## config.mk

```make
export PLATFORM = sky130hd
export DESIGN_NAME = bunch_timing_gen
export DESIGN_NICKNAME = d
export VERILOG_FILES = /design/src/rtl/bunch_timing_gen.sv
export SDC_FILE = /design/constraint.sdc
export NUM_CORES = 1
export LEC_CHECK = 0
export BUFFER_PORTS_ARGS = -buffer_cell sky130_fd_sc_hd__buf_2
export CAP_MARGIN = 0
export CORE_UTILIZATION = 57
export CTS_BUF_LIST = sky130_fd_sc_hd__clkbuf_8
export CTS_CLUSTER_SIZE = 25
export DETAILED_ROUTE_END_ITERATION = 8
export GPL_ROUTABILITY_DRIVEN = 0
export PLACE_DENSITY = 0.83
export RECOVER_POWER = 100
export SKIP_LAST_GASP = 1
export SYNTH_ARGS = -nofsm -noshare
export SYNTH_HDL_FRONTEND = slang
export SYNTH_SLANG_ARGS = --single-unit
```

## constraint.sdc

```tcl
create_clock -name clk -period 3.8 [get_ports clk]
set_clock_uncertainty 0.1 [all_clocks]
set_input_delay 0.19 -clock clk [delete_from_list [all_inputs] [get_ports clk]]
set_output_delay 0.19 -clock clk [all_outputs]
set_load 0.01 [all_outputs]
```

## src/rtl/bunch_timing_gen.sv

```systemverilog
// Multi-bunch strobe / LUT-pulse generator: counts samples during a store window and strobes each bunch.
// Define BUNCH_ONEHOT_EN to drive the per-bunch one-hot strobe; otherwise bunch_strb_oh is tied low.
module bunch_timing_gen #(
    parameter int CNT_W       = 8,
    parameter int NB_W        = 3,
    parameter int MAX_BUNCHES = 4,
    parameter int NS_W        = 4,
    parameter int LUT_OFFSET  = 3
) (
    input  logic                   clk,
    input  logic                   rst_n,
    input  logic                   store_strb,
    input  logic [CNT_W-1:0]       b1_strobe,
    input  logic [CNT_W-1:0]       lut_strobe,
    input  logic [NB_W-1:0]        no_bunches,
    input  logic [NS_W-1:0]        no_samples,
    input  logic [CNT_W-1:0]       sample_spacing,
    output logic                   bunch_strb,
    output logic [NB_W-1:0]        bunch_idx,
    output logic [MAX_BUNCHES-1:0] bunch_strb_oh,
    output logic                   lut_cond,
    output logic                   seq_done,
    output logic                   cfg_err
);
    typedef enum logic [1:0] {IDLE, WAIT, STROBE, DONE} state_t;

    localparam logic [NB_W-1:0]  MAX_B   = NB_W'(MAX_BUNCHES);
    localparam logic [CNT_W-1:0] CNT_MAX = '1;
    localparam logic [CNT_W+1:0] END_MAX = {2'b00, CNT_MAX};

    state_t             state_q, state_d;
    logic [CNT_W-1:0]   i_q, i_d;
    logic               store_prev_q;
    logic [NB_W-1:0]    nb_q;
    logic [NS_W-1:0]    ns_q;
    logic [CNT_W-1:0]   sp_q;
    logic [CNT_W:0]     s_q, s_d;
    logic [CNT_W:0]     t_q, t_d;
    logic [NB_W-1:0]    k_q, k_d;
    logic [NB_W-1:0]    lk_q, lk_d;
    logic [NS_W-1:0]    w_cnt_q, w_cnt_d;
    logic               lut_act_q, lut_act_d;
    logic               strb_q, strb_d;
    logic [NB_W-1:0]    idx_q, idx_d;
    logic               lut_q, lut_d;
    logic               done_q, done_d;
    logic               err_q, err_d;

    logic [NB_W-1:0]    n_eff, k_inc;
    logic [NS_W-1:0]    w_eff;
    logic [CNT_W+1:0]   w_ext;
    logic [CNT_W:0]     s_next;
    logic               ovf_cur, ovf_next, sp_err, hit_cur, hit_next, rise;

    always_comb begin
        n_eff    = (nb_q > MAX_B) ? MAX_B : nb_q;
        w_eff    = (ns_q == '0) ? NS_W'(1) : ns_q;
        w_ext    = (CNT_W+2)'(w_eff);
        s_next   = s_q + {1'b0, sp_q};
        // Last sample of a window must still fit in the counter range.
        ovf_cur  = ({1'b0, s_q} + w_ext - (CNT_W+2)'(1)) > END_MAX;
        ovf_next = ({1'b0, s_next} + w_ext - (CNT_W+2)'(1)) > END_MAX;
        sp_err   = (n_eff >= NB_W'(2)) && ({2'b00, sp_q} < w_ext);
        hit_cur  = !s_q[CNT_W] && (i_q == s_q[CNT_W-1:0]);
        hit_next = !s_next[CNT_W] && (i_q == s_next[CNT_W-1:0]);
        rise     = store_strb && !store_prev_q;
        k_inc    = k_q + NB_W'(1);
        i_d      = !store_strb ? '0 : ((i_q == CNT_MAX) ? i_q : i_q + CNT_W'(1));
    end

    // Bunch sequencer
    always_comb begin
        state_d = state_q;
        s_d     = s_q;
        k_d     = k_q;
        w_cnt_d = w_cnt_q;
        strb_d  = 1'b0;
        idx_d   = idx_q;
        done_d  = 1'b0;
        err_d   = err_q;
        if (!store_strb) begin
            state_d = IDLE;
            s_d     = {1'b0, b1_strobe};
            k_d     = '0;
        end else begin
            case (state_q)
                IDLE: begin
                    if (rise) begin
                        err_d = 1'b0;
                        k_d   = '0;
                        if (n_eff == '0) begin
                            state_d = DONE;
                            done_d  = 1'b1;
                        end else if (sp_err || ovf_cur) begin
                            err_d   = 1'b1;
                            state_d = DONE;
                            done_d  = 1'b1;
                        end else if (hit_cur) begin
                            state_d = STROBE;
                            strb_d  = 1'b1;
                            idx_d   = '0;
                            w_cnt_d = w_eff - NS_W'(1);
                        end else begin
                            state_d = WAIT;
                        end
                    end
                end
                WAIT: begin
                    if (hit_cur) begin
                        state_d = STROBE;
                        strb_d  = 1'b1;
                        idx_d   = k_q;
                        w_cnt_d = w_eff - NS_W'(1);
                    end
                end
                STROBE: begin
                    if (w_cnt_q != '0) begin
                        strb_d  = 1'b1;
                        w_cnt_d = w_cnt_q - NS_W'(1);
                    end else begin
                        k_d = k_inc;
                        s_d = s_next;
                        if (k_inc == n_eff) begin
                            state_d = DONE;
                            done_d  = 1'b1;
                        end else if (ovf_next) begin
                            err_d   = 1'b1;
                            state_d = DONE;
                            done_d  = 1'b1;
                        end else if (hit_next) begin
                            // spacing == width: next window starts without a gap
                            strb_d  = 1'b1;
                            idx_d   = k_inc;
                            w_cnt_d = w_eff - NS_W'(1);
                        end else begin
                            state_d = WAIT;
                        end
                    end
                end
                DONE:    state_d = DONE;
                default: state_d = IDLE;
            endcase
        end
    end

    // LUT targets run on their own register, independent of the bunch sequencer
    always_comb begin
        t_d       = t_q;
        lk_d      = lk_q;
        lut_d     = 1'b0;
        lut_act_d = lut_act_q;
        if (!store_strb) begin
            t_d       = {1'b0, lut_strobe} + (CNT_W+1)'(LUT_OFFSET);
            lk_d      = '0;
            lut_act_d = 1'b0;
        end else begin
            if (rise)
                lut_act_d = 1'b1;
            if ((rise || lut_act_q) && (lk_q < n_eff) && !t_q[CNT_W] &&
                (i_q == t_q[CNT_W-1:0])) begin
                lut_d = 1'b1;
                lk_d  = lk_q + NB_W'(1);
                t_d   = t_q + {1'b0, sp_q};
            end
        end
    end

    always_ff @(posedge clk or negedge rst_n) begin
        if (!rst_n) begin
            state_q      <= IDLE;
            i_q          <= '0;
            store_prev_q <= 1'b1;  // a store already high at release is not a start
            nb_q         <= '0;
            ns_q         <= '0;
            sp_q         <= '0;
            s_q          <= '0;
            t_q          <= '0;
            k_q          <= '0;
            lk_q         <= '0;
            w_cnt_q      <= '0;
            lut_act_q    <= 1'b0;
            strb_q       <= 1'b0;
            idx_q        <= '0;
            lut_q        <= 1'b0;
            done_q       <= 1'b0;
            err_q        <= 1'b0;
        end else begin
            state_q      <= state_d;
            i_q          <= i_d;
            store_prev_q <= store_strb;
            if (!store_strb) begin
                nb_q <= no_bunches;
                ns_q <= no_samples;
                sp_q <= sample_spacing;
            end
            s_q          <= s_d;
            t_q          <= t_d;
            k_q          <= k_d;
            lk_q         <= lk_d;
            w_cnt_q      <= w_cnt_d;
            lut_act_q    <= lut_act_d;
            strb_q       <= strb_d;
            idx_q        <= idx_d;
            lut_q        <= lut_d;
            done_q       <= done_d;
            err_q        <= err_d;
        end
    end

    assign bunch_strb = strb_q;
    assign bunch_idx  = idx_q;
    assign lut_cond   = lut_q;
    assign seq_done   = done_q;
    assign cfg_err    = err_q;

`ifdef BUNCH_ONEHOT_EN
    logic [MAX_BUNCHES-1:0] oh_q;

    always_ff @(posedge clk or negedge rst_n) begin
        if (!rst_n)
            oh_q <= '0;
        else
            oh_q <= strb_d ? (MAX_BUNCHES'(1) << idx_d) : '0;
    end

    assign bunch_strb_oh = oh_q;
`else
    assign bunch_strb_oh = '0;
`endif

endmodule

```

* Word level (Yosys, flattened, before mapping) *
Index checks and enable logic that the tools add are counted.

storage, ports and cells
  register bits after elaboration = 62
  bits of input ports = 34
  logic and storage cells = 164

operators by class
  $add $sub $neg = 12
  order comparisons = 6
  equality and inequality tests = 31
  muxes and demuxes = 73
  reduce and logical (&&, ||, !) cells = 25

operators by type and width
  kind                                                                              number
  3-bit 2-to-1 mux                                                                  15
  9-bit 2-to-1 mux                                                                  5
  4-bit 2-to-1 mux                                                                  9
  1-bit 2-to-1 mux                                                                  25
  8-bit == test                                                                     3
  2-bit != test, second input constant                                              12
  9-bit by 4-bit adder with 10-bit output                                           2
  10-bit by 8-bit greater-than comparator with 1-bit output, second input constant  2
  2-bit 2-to-1 mux                                                                  10
  10-bit by 1-bit subtractor with 10-bit output, second input constant              2
  9-bit by 8-bit adder with 9-bit output                                            2
  3-bit != test, second input constant                                              6
  8-bit 2-to-1 mux                                                                  2
  4-bit one-hot mux with 3 select lines                                             1
  11-bit AND reduction                                                              1
  8-bit by 2-bit adder with 9-bit output, second input constant                     1
  3-bit one-hot mux with 3 select lines                                             1
  8-bit by 1-bit adder with 8-bit output, second input constant                     1
  8-bit == test, second input constant                                              1
  8-bit by 4-bit less-than comparator with 1-bit output                             1
  2-bit one-hot mux with 4 select lines                                             1
  8-bit AND reduction                                                               1
  4-bit by 1-bit subtractor with 4-bit output, second input constant                2
  1-bit logical AND                                                                 7
  other kinds (25)                                                                  34

* Longest topological paths before layout *
  depth after elaboration = 11
  mapped depth = 17
  depth with buffers taken out = 16

* Worst setup path before layout *
Ideal clock, no wire load.

  path kind = reg2reg
  start point = register ns_q[3]
  end point = register w_cnt_q[0]
  library setup time = 122 ps
  arrival time = 3565 ps
  data required time = 3578 ps
  slack = 13 ps
  cell stages (with the launch flop) = 17
  path buffers = 0
  path through = dfrtp_1 -> nor3_1 -> nor2_1 -> ha_1 -> inv_1 -> ha_1 -> fa_1 -> a21oi_1 -> o21ai_2 -> or4_1 -> a211oi_2 -> nor3_1 -> o31a_1 -> or4_4 -> a31o_4 -> a21oi_2 -> o21ai_1

between the ends
  word-level cells in the longest chain between the ends = 8

RTL lines
  item                                                                                                    RTL line  text
  start: declaration                                                                                      35        logic [NS_W-1:0] ns_q;
  start signal: assignment                                                                                193       ns_q <= no_samples;
  4-bit logical NOT                                                                                       57        w_eff = (ns_q == '0) ? NS_W'(1) : ns_q;
  4-bit 2-to-1 mux *                                                                                      57
  9-bit by 4-bit adder with 10-bit output or 4-bit by 1-bit subtractor with 4-bit output (tied branches)  -
  10-bit by 1-bit subtractor with 10-bit output, or another cell as far along                             61        ovf_cur = ({1'b0, s_q} + w_ext - (CNT_W+2)'(1)) > END_MAX;
  10-bit by 8-bit greater-than comparator with 1-bit output, or another cell as far along                 61
  1-bit logical OR, or another cell as far along                                                          94        end else if (sp_err || ovf_cur) begin
  2-bit != test (no source line), or another cell as far along                                            -
  8-bit AND reduction (no source line) or 4-bit one-hot mux with 3 select lines (tied branches)           -
  end signal: assignment                                                                                  200       w_cnt_q <= w_cnt_d;
  end: declaration                                                                                        41        logic [NS_W-1:0] w_cnt_q, w_cnt_d;

Every way passes the cells marked *; elsewhere a longest branch is shown, timed or not. The select of a mux whose other input is x is not followed.
A chain may end at the register's enable or synchronous reset.

* Final worst setup path *
  start point = register s_q[0]
  end point = register state_q[0]

between the ends
  word-level cells in the longest chain between the ends = 9

RTL lines
  item                                                                                                                        RTL line  text
  start: declaration                                                                                                          37        logic [CNT_W:0] s_q, s_d;
  start signal: assignment                                                                                                    176       s_q <= '0;
  start signal: assignment                                                                                                    196       s_q <= s_d;
  9-bit by 8-bit adder with 9-bit output or 9-bit by 4-bit adder with 10-bit output (tied branches)                           59, 61
  9-bit by 4-bit adder with 10-bit output or 10-bit by 1-bit subtractor with 10-bit output (tied branches)                    62, 61
  10-bit by 1-bit subtractor with 10-bit output or 10-bit by 8-bit greater-than comparator with 1-bit output (tied branches)  62, 61
  10-bit by 8-bit greater-than comparator with 1-bit output or 1-bit logical OR (tied branches)                               62, 94
  2-bit 2-to-1 mux, on equally long branches                                                                                  126, 94
  2-bit 2-to-1 mux, on equally long branches                                                                                  123, 91
  2-bit 2-to-1 mux, on equally long branches                                                                                  117, 88
  2-bit one-hot mux with 4 select lines                                                                                       86        case (state_q)
  2-bit 2-to-1 mux                                                                                                            81        if (!store_strb) begin
  end signal: assignment                                                                                                      188       state_q <= state_d;
  end: declaration                                                                                                            31        state_t state_q, state_d;

Several ways; a longest one is shown, not always the timed one. The select of a mux whose other input is x is not followed.

==> flow_summary.ini <==
[synthesis]
synth_top_area_cell = dfrtp_1
most_common_library_cells_after_synthesis = dfrtp_1, inv_1, ha_1, nor2_1, nand2_1
synth_compound_gate_area_share = 0.179
ys_seq_area_frac = 0.294
postSynth.asyncResetShare = 1.00
synth_adder_area_share = 0.141
mappedNetlistArea_mm2 = 0.00529
netlist_top_cells_area = dfrtp_1, ha_1, xnor2_1
yosys_warnings = 0
post_synth_and_or_nand_nor_area_fraction = 0.167
synth-xor-area-share = 0.0911
synthDistinctLibCells = 67
synth_enable_flop_cells = 0
syn_area_per_cell_um2 = 8.69
top_area_cell_type_share_of_the_netlist_area = 0.289
synth_most_common_cell = dfrtp_1
synth_cells = 608
synth_top_family_by_area = compound AO/OA/AOI/OAI gates
synthMuxAreaShare = 0.0653
synth-seq-cells = 62
postSynth.topFlopCell = dfrtp_1

[critical_path]
worst_path_required_ns = 3.94
critical_path_class = reg2reg
timing.reg2reg.worst_path_depth = 14
worstPathArrival_ns = 3.92
crit_path_end_kind = flop
reg2reg_to = state_q[0]$_DFFE_PN0P_
timing.reg2reg.setup_slack_ns = 0.01
crit_path_max_fanout = 6
rr_startpoint = s_q[0]$_DFFE_PN0P_
crit_path_start_kind = flop

[routing]
route.top_layer_used = met4
routed_wire_length_per_instance_um = 18.7
met2_length_um = 7580
wl_met1_um = 6180
wl_met3_um = 1080
detail_route.vias_per_cell = 6.20
firstDrtPassIters = 9
drcViolationCount = 6
routed_wirelength_um = 15500
dr_total_vias = 5153
final_antenna_net_count = 0
drt_iter0_drc = 626

[finish]
nNetsFinal = 809
finalCoreUtilization = 0.748
fill_cells = 587
drive_above_1_share = 0.250
flow.area_growth_from_synthesis_pct = 25.2
postLayoutCellArea_mm2 = 0.00662
insertedDiodeCount = 0

[global_route]
globalRouteOverflowTotal = 0
grt_start_max_net_pins = 35
first_pass_grt_wire_length_um = 23400
grt_antenna_before_repair = 0
grt_usage = 0.306
grt_pass1_vias = 5098

[clock_network]
cts_max_path_buffers = 2
clk_pin_slew_worst_paths_ns = 0.08
h-tree-depth = 3
tritoncts.num_buffers = 9
insertion_delay_ns = 0.35
cts_sinks = 62
clk_root_buffer_cell = clkbuf_8
clock_tree_from_tritoncts = built

[place]
dpl_worst_slack_ns = -0.0728
hpwlAfterDp_um = 10300
port_buffers = 40
placed_area_mm2 = 0.00590

[sta]
setup_violations = 0
max_clock_freq_ghz = 0.264
timing_max_transition_violations_final = 35
min_period_over_period = 0.997
grt_setup_unrepaired = yes
hold_slack_ns = 0.00963
max_slew.worst_pin.slew_ns = 1.95
timing.final.ws_setup_ns = 0.0123
final_period_minus_worst_setup_slack_ns = 3.79
fin_setup_tns_ns = 0
slew_headroom = -0.301
finalHoldViolCount = 0

[job]
maxCapViolations = 1

[die]
floorplan.initialDensity = 0.597
design.portCount = 45
chipWidth_um = 98.3
core-area_mm2 = 0.00885
placementRows = 34
die_height_um = 98.3
total_die_area_mm2 = 0.00966

[status]
violations = design-rule violations, max-capacitance violations, max-slew violations
status = complete, but fails checks

[power]
cellLeakagePower_nw = 3.06
max-vdd-ir-drop_uv = 309
power_per_cell_area_mw_per_mm2 = 606

[min_path]
hold_depth = 3
worst_hold_end = s_q[1]$_DFFE_PN0P_
timing.hold.worst.class = in2reg
min_from = b1_strobe[1]
-- report_power, final --
part	internal, mW	leakage, nW	switching (mW)
sequential	0.752	0.771	0.117
combinational	1.15	2.19	1.43
clock	0.259	0.0947	0.301
-- area by class of cell --
cell class / instances / area [µm²] / share of cell area
clock buffers: 10 / 138 / 0.0208
clock inverters: 6 / 46.3 / 0.00699
inverters: 59 / 221 / 0.0335
multi-input cells: 465 / 3680 / 0.557
flip-flops and latches: 62 / 1560 / 0.235
well taps: 108 / 135 / 0.0204
repair buffers: 121 / 840 / 0.127
-- registers in the layout, summed over array words and instances (netlist names), 2 cells and up --
register / cells
i_q: 8
ns_q: 4
w_cnt_q: 4
lk_q: 3
bunch_idx: 3
s_q: 9
k_q: 3
nb_q: 3
sp_q: 8
state_q: 2
t_q: 9
-- critical path, stage by stage (launching register included) --
cell and delay [ns]:
dfrtp_1 0.40, ha_2 0.21, fa_2 0.39, xnor2_1 0.30, ha_1 0.33, inv_1 0.08, ha_1 0.23, a21o_1 0.18
a21o_1 0.19, a31o_4 0.29, a211oi_4 0.30, a311oi_4 0.09, a21oi_4 0.26, a21oi_2 0.09, a211o_1 0.23
-- per-layer routing --
| layer | vias up | GRT usage |
|---|---|---|
| met5 | - | 0 |
| met4 | 0 | 0.117 |
| met3 | 80 | 0.0429 |
| met2 | 279 | 0.542 |
| met1 | 2431 | 0.376 |
| li1 | 2363 | - |
-- repair_timing --
item / in CTS / in global routing
resized for setup: 12 / 48
setup buffers: 2 / 9
pin swaps: 10 / 26
hold endpoints to repair: 53 / 0
endpoints found under the setup margin: 7 / 12
hold buffers: 21 / 0
-- per-stage QoR --
stage,power (mW),instances
floorplan,2.19,611
global placement,2.71,783
detailed placement,2.82,783
CTS,3.48,822
global route,4.22,831
finish,4.01,831
-- kinds of logic (layout without fill, tap and decap cells) --
| logic type | after synthesis | count (layout) |
|---|---|---|
| compound gates | 137 | 137 |
| xor+xnor | 55 | 55 |
| fa+ha+maj | 57 | 57 |
| buf+inv | 84 | 196 |
| flops | 62 | 62 |
| mux | 32 | 32 |
| other cells | 1 | 4 |
| simple gates | 180 | 180 |
-- placed cells by master (no fill, tap or decap), types with 8 or more instances in the layout --
master,synthesis,routed
a21o_1,9,9
dlygate4sd3_1,0,21
buf_4,4,55
nor2_1,51,49
clkbuf_1,20,12
xor2_1,26,26
mux2_2,17,16
xnor2_1,29,27
clkbuf_8,0,10
a21oi_2,2,8
nand2_1,44,44
buf_2,1,31
nand3_1,10,10
ha_1,53,46
o21ai_0,24,23
nand4_1,9,9
dfrtp_1,61,59
mux2i_1,12,12
a31oi_1,10,9
a21oi_1,36,29
inv_1,58,55
nor3_1,15,13
-- worst max-delay path by stage --
stage	cells after the start	endpoint	start
after floorplan	16	w_cnt_q[0]$_DFFE_PN0P_	ns_q[3]$_DFFE_PN0N_
after global placement	15	bunch_idx[2]$_DFFE_PN0P_	s_q[0]$_DFFE_PN0P_
after detailed placement	15	bunch_idx[1]$_DFFE_PN0P_	s_q[0]$_DFFE_PN0P_
after CTS	15	bunch_idx[1]$_DFFE_PN0P_	s_q[0]$_DFFE_PN0P_
after global routing	16	state_q[0]$_DFFE_PN0P_	s_q[0]$_DFFE_PN0P_
final	14	state_q[0]$_DFFE_PN0P_	s_q[0]$_DFFE_PN0P_
Note: power is estimated with default switching activity, not from simulation.
